**src/rtl/lc3b_types.sv**
```systemverilog
// Shared LC-3b datapath types: machine word, MEM-stage sequencer states, address masks.
// Latency: none (type/constant definitions only).
// Backpressure: not applicable.
package lc3b_types;

    typedef logic [15:0] lc3b_word;

    // MEM-stage access sequencer states
    typedef enum logic [1:0] {
        IDLE     = 2'd0,
        PTR_READ = 2'd1,
        ACCESS   = 2'd2,
        DONE     = 2'd3
    } mem_access_state_t;

    // Clears bit 0 so word accesses are always aligned
    localparam lc3b_word WORD_MASK = 16'hFFFE;

endpackage

```
**src/rtl/mem_access_unit.sv**
```systemverilog
// MEM-stage sequencer: one data-memory access (LDR/STR/LDB/STB) or two (LDI/STI pointer + final).
// Latency: request to done = 3 cycles direct, 4 indirect with a 1-cycle memory; plus extra wait cycles.
// Backpressure: stall holds upstream stages from the accept cycle until the access completes; done pulses once.
module mem_access_unit
    import lc3b_types::*;
#(
    parameter int TIMEOUT_CYCLES = 0
) (
    input  logic        clk,
    input  logic        reset,
    input  logic        valid_in,
    input  logic        mem_read_in,
    input  logic        mem_write_in,
    input  logic        indirect_in,
    input  logic [1:0]  byte_enable_in,
    input  logic [15:0] addr_in,
    input  logic [15:0] wdata_in,
    input  logic        dmem_resp,
    input  logic [15:0] dmem_rdata,
    output logic        dmem_read,
    output logic        dmem_write,
    output logic [15:0] dmem_address,
    output logic [15:0] dmem_wdata,
    output logic [1:0]  dmem_byte_enable,
    output logic        stall,
    output logic [15:0] rdata_out,
    output logic        done,
    output logic        timeout_err
);

    // Last count value before the watchdog fires; only meaningful when enabled
    localparam logic [15:0] WD_LAST = 16'(TIMEOUT_CYCLES - 1);

    mem_access_state_t state;

    // Request registers: authoritative copy of the instruction for the whole access
    lc3b_word    req_addr;
    lc3b_word    req_wdata;
    logic [1:0]  req_be;
    logic        req_rd;
    logic        req_ind;
    lc3b_word    pointer;
    logic [15:0] wd_cnt;

    logic        accept;
    logic        wd_expire;
    lc3b_word    access_addr;

    // New memory instruction seen while idle; read wins if both read and write are set
    assign accept    = (state == IDLE) && valid_in && (mem_read_in || mem_write_in);
    assign wd_expire = (TIMEOUT_CYCLES != 0) && (wd_cnt == WD_LAST);
    assign done      = (state == DONE);

    // Final-access address: pointer for indirect, aligned for word accesses
    always_comb begin
        access_addr = req_ind ? pointer : req_addr;
        if (req_be == 2'b11) begin
            access_addr = access_addr & WORD_MASK;
        end
    end

    // Memory port and stall decode from the current state and latched request
    always_comb begin
        dmem_read        = 1'b0;
        dmem_write       = 1'b0;
        dmem_address     = 16'h0000;
        dmem_wdata       = 16'h0000;
        dmem_byte_enable = 2'b00;
        stall            = 1'b0;
        case (state)
            IDLE: begin
                stall = accept && !reset;
            end
            PTR_READ: begin
                dmem_read        = 1'b1;
                dmem_byte_enable = 2'b11;
                dmem_address     = req_addr & WORD_MASK;
                stall            = !reset;
            end
            ACCESS: begin
                dmem_read        = req_rd;
                dmem_write       = !req_rd;
                dmem_address     = access_addr;
                dmem_byte_enable = req_be;
                dmem_wdata       = req_wdata;
                stall            = !reset;
            end
            default: begin
                stall = 1'b0;
            end
        endcase
    end

    // Sequencer FSM with request capture, watchdog and load-data return
    always_ff @(posedge clk) begin
        if (reset) begin
            state       <= IDLE;
            req_addr    <= 16'h0000;
            req_wdata   <= 16'h0000;
            req_be      <= 2'b00;
            req_rd      <= 1'b0;
            req_ind     <= 1'b0;
            pointer     <= 16'h0000;
            wd_cnt      <= 16'h0000;
            rdata_out   <= 16'h0000;
            timeout_err <= 1'b0;
        end else begin
            case (state)
                IDLE: begin
                    wd_cnt <= 16'h0000;
                    if (accept) begin
                        req_addr  <= addr_in;
                        req_wdata <= wdata_in;
                        req_be    <= byte_enable_in;
                        req_rd    <= mem_read_in;
                        req_ind   <= indirect_in;
                        state     <= indirect_in ? PTR_READ : ACCESS;
                    end
                end
                PTR_READ: begin
                    if (dmem_resp) begin
                        pointer <= dmem_rdata;
                        wd_cnt  <= 16'h0000;
                        state   <= ACCESS;
                    end else if (wd_expire) begin
                        timeout_err <= 1'b1;
                        if (req_rd) begin
                            rdata_out <= 16'h0000;
                        end
                        wd_cnt <= 16'h0000;
                        state  <= DONE;
                    end else begin
                        wd_cnt <= wd_cnt + 16'd1;
                    end
                end
                ACCESS: begin
                    if (dmem_resp) begin
                        if (req_rd) begin
                            rdata_out <= dmem_rdata;
                        end
                        wd_cnt <= 16'h0000;
                        state  <= DONE;
                    end else if (wd_expire) begin
                        timeout_err <= 1'b1;
                        if (req_rd) begin
                            rdata_out <= 16'h0000;
                        end
                        wd_cnt <= 16'h0000;
                        state  <= DONE;
                    end else begin
                        wd_cnt <= wd_cnt + 16'd1;
                    end
                end
                DONE: begin
                    wd_cnt <= 16'h0000;
                    state  <= IDLE;
                end
                default: begin
                    state <= IDLE;
                end
            endcase
        end
    end

endmodule

```
**config.mk**
```make
export PLATFORM = sky130hd
export DESIGN_NAME = mem_access_unit
export DESIGN_NICKNAME = d
export VERILOG_FILES = /design/src/rtl/lc3b_types.sv /design/src/rtl/mem_access_unit.sv
export SDC_FILE = /design/constraint.sdc
export NUM_CORES = 1
export LEC_CHECK = 0
export BUFFER_PORTS_ARGS = -buffer_cell sky130_fd_sc_hd__buf_2
export CELL_PAD_IN_SITES_DETAIL_PLACEMENT = 0
export CELL_PAD_IN_SITES_GLOBAL_PLACEMENT = 1
export CORE_ASPECT_RATIO = 0.75
export CORE_UTILIZATION = 33
export CTS_BUF_LIST = sky130_fd_sc_hd__clkbuf_4
export CTS_CLUSTER_DIAMETER = 60
export DETAILED_ROUTE_END_ITERATION = 10
export GPL_TIMING_DRIVEN = 0
export PLACE_DENSITY = 0.78
export SYNTH_ARGS = -nofsm -noshare
export SYNTH_HDL_FRONTEND = slang
export SYNTH_SLANG_ARGS = --single-unit
```
**constraint.sdc**
```tcl
create_clock -name clk -period 1.5 [get_ports clk]
set_input_delay 0.3 -clock clk [delete_from_list [all_inputs] [get_ports clk]]
set_output_delay 0.3 -clock clk [all_outputs]
set_load 0.01 [all_outputs]
```
==> run summary <==
gr usage total -> 19.52%
total power -> 6.842 mW
clk sinks -> 70
placed inst area -> 3969 µm²
Slew headroom -> 59.80%
RSZ-0062 raised after global routing -> yes
Die ar. -> 9865 µm²
CTS max path bufs -> 2
initial antenna violation count -> 0
Nets -> 607
drt drc -> 0
core area -> 9121 µm²
async set or reset register ratio after synthesis -> 0%
Worst Hold Depth -> 3
synthesized flop and latch total -> 70
routed wl met3 -> 400 µm
routed length on met2 -> 4295 µm
flop2flop setup slack -> -0.19 ns
Clk pin slew, worst setup/hold paths -> 0.12 ns
cell taking the most area after synthesis -> dfxtp_1
register area share after synthesis -> 44.85%
number of global-route vias before repair -> 3017
LEAKAGE -> 1.982 nW
detailed-route via count -> 3196
Synth Area in XOR/XNOR -> 0%
instance count of the mapped netlist -> 405
top cell type's share of synthesized area -> 44.85%
# setup viols final -> 40
RR Startpoint -> state[0]
R2R depth -> 8
hold path start -> wdata_in[13]
GP Congestion -> 0.7952
Primary FF master, synth -> dfxtp_1
metal1 wirelength -> 4828 µm
Die Y -> 86.27 µm
crit end category -> output port
Pwr per Cell Area -> 1470 nW/µm²
Layout fillers -> 903
Adder-Cell Fraction of Synth Area -> 2.002%
Post-synth top cells -> 150 x nand2_1, 70 x dfxtp_1, 60 x a21oi_1
Hold Path Class -> in2reg
TritonCTS buffer count -> 9
total wire length -> 9607 µm
I/O pin count -> 112
post-layout util -> 51.03%
# rows -> 30
Fmax -> 0.4760 GHz
MaxCap Viol Count -> 0
fin crit share -> 140.1%
pre-CTS setup slack -> -0.3232 ns
antenna fix cells -> 0
Syn Nets -> 467
antenna-violating nets left -> 0
main combinational cell family by area after synthesis -> simple AND/OR/NAND/NOR gates
Remaining Overflow, GRT -> 0
Post-synth EDFFs -> 0
share of cells above drive strength 1 -> 44.73%
DRT iter0 DRCs -> 148
hpwl dp -> 6865 µm
Clock Tree Root -> clkbuf_4
final hold violations -> 0
Hold Path Sink -> req_wdata[13]
synth top area cells -> dfxtp_1 45%, nand2_1 18%, a21oi_1 9.6%
CTS tree -> done
Mapped Area -> 3124 µm²
Slew Viols, Final -> 0
CP Data Arrival Time -> 1.80 ns
crit-path max FO -> 6
Period minus WS final -> 2.101 ns
H-tree levels -> 3
top layer in use -> met4
Final Skew -> 0.008833 ns
first-pass GRT wire length -> 14740 µm
drt first pass iters -> 5
I/O Buffers -> 109
Worst Setup Start Kind -> register
Syn-to-layout area delta -> 48.98%
Max IR drop VDD -> 0.0008865 V
DIE WIDTH -> 114.4 µm
Yosys warnings -> 0
largest net degree at the start of global routing -> 17
wire per inst -> 14.17 µm
Cell variety after synth -> 34
status -> finished with violations
DR vias/cell -> 4.714
post-route setup slack -> -0.6010 ns
mux share of post-synthesis cell area -> 1.001%
simple logic cell fraction of the synthesized area -> 24.35%
Post-Syn Area per Cell -> 7.714 µm²
post-route cell area -> 4654 µm²
Req. time, crit path -> 1.20 ns
Starting Density -> 34.25%
hold_ws -> 0.1133 ns
failing checks -> setup timing
Slew @ Worst Pin -> 0.6030 ns
most common cell in the netlist -> nand2_1
Reg-to-Reg End -> state[0]
critical path class -> reg2out
worst skew pair latency -> 0.41 ns
compound-cell area share of the yosys netlist -> 20.99%
==> what timing repair did <==
action / in CTS / in global routing
resized for setup: 60 / 43
setup buffers: 14 / 7
endpoints found under the setup margin: 87 / 53
cloned: 3 / 1
hold buffers: 0 / 0
pin swaps: 12 / 18
==> through the flow <==
step                       TNS, ns  instances
after floorplan           -0.07712        405
after global placement      -6.477        642
after detailed placement    -6.808        642
after CTS                   -16.67        671
after global routing        -21.83        678
final                       -18.57        678
==> kinds of logic (layout without fill, tap and decap cells) <==
kind of cell	after synthesis	count (layout)
simple gates	184	184
compound gates	107	107
fa+ha+maj	5	5
flops	70	70
buf+inv	35	180
other cells	1	1
mux	3	3
==> cell usage in the layout (no fill, tap or decap), types with 3 or more instances in the layout <==
master	synthesis	layout
dfxtp_1	70	68
a21boi_2	0	14
buf_2	10	111
and2_1	18	15
buf_1	3	3
buf_6	1	15
nand2_1	150	137
buf_8	3	9
clkinvlp_4	0	3
buf_4	6	14
o21ai_2	0	12
nand2_4	0	6
clkbuf_1	8	3
and2_4	0	3
nor2b_4	0	3
clkbuf_4	0	9
a21oi_2	10	11
nor2_1	6	4
a21oi_4	0	3
a21oi_1	60	56
nand2_2	0	7
ha_4	0	4
==> cell type report <==
| cell class | count | area [µm²] | share of cell area (%) |
|---|---|---|---|
| clock buffers | 9 | 67.56 | 1.452 |
| clock inverters | 7 | 65.06 | 1.398 |
| repair buffers | 133 | 837.1 | 17.98 |
| plain buffers | 28 | 270.3 | 5.806 |
| multi-input cells | 300 | 1829 | 39.30 |
| flip-flops and latches | 70 | 1406 | 30.22 |
| well taps | 128 | 160.2 | 3.441 |
| inverters | 3 | 18.77 | 0.4032 |
==> layer usage <==
metal	track usage, %	vias to the layer above
met4	5.667	0
met2	30.36	79
met5	0	-
met1	27.28	1503
met3	4.126	9
li1	-	1605
==> power by group <==
part | total (mW) | leakage (nW) | internal [mW] | switching [mW]
Clock | 1.19 | 0.0630 | 0.493 | 0.693
Sequential | 2.27 | 0.571 | 2.09 | 0.175
Combinational | 3.39 | 1.35 | 1.78 | 1.61
==> worst max-delay path, cell delays in order (launching register included) <==
cell	delay (ns)
dfxtp_2	0.35
inv_4	0.08
ha_4	0.17
and2_4	0.23
buf_8	0.15
nand2_2	0.06
a21boi_2	0.17
buf_2	0.16
==> state kept, by name, indices dropped and copies added (netlist names) <==
signal	cells
req_rd	1
req_addr	16
req_be	2
state	2
req_wdata	16
pointer	16
req_ind	1
rdata_out	16
==> worst max-delay path by stage <==
| stage | from | endpoint | slack (ns) | depth (start not counted) |
|---|---|---|---|---|
| 2_1_floorplan | state[1] | dmem_address[0] | -0.03 | 5 |
| 3_3_place_gp | state[1] | dmem_address[5] | -0.32 | 5 |
| 3_5_place_dp | state[1] | dmem_address[5] | -0.32 | 5 |
| 4_1_cts | state[0] | dmem_address[1] | -0.56 | 7 |
| 5_1_grt | state[0] | dmem_address[13] | -0.68 | 7 |
| 6_report | state[0] | dmem_address[13] | -0.60 | 7 |
(Power assumes the default switching activity.)
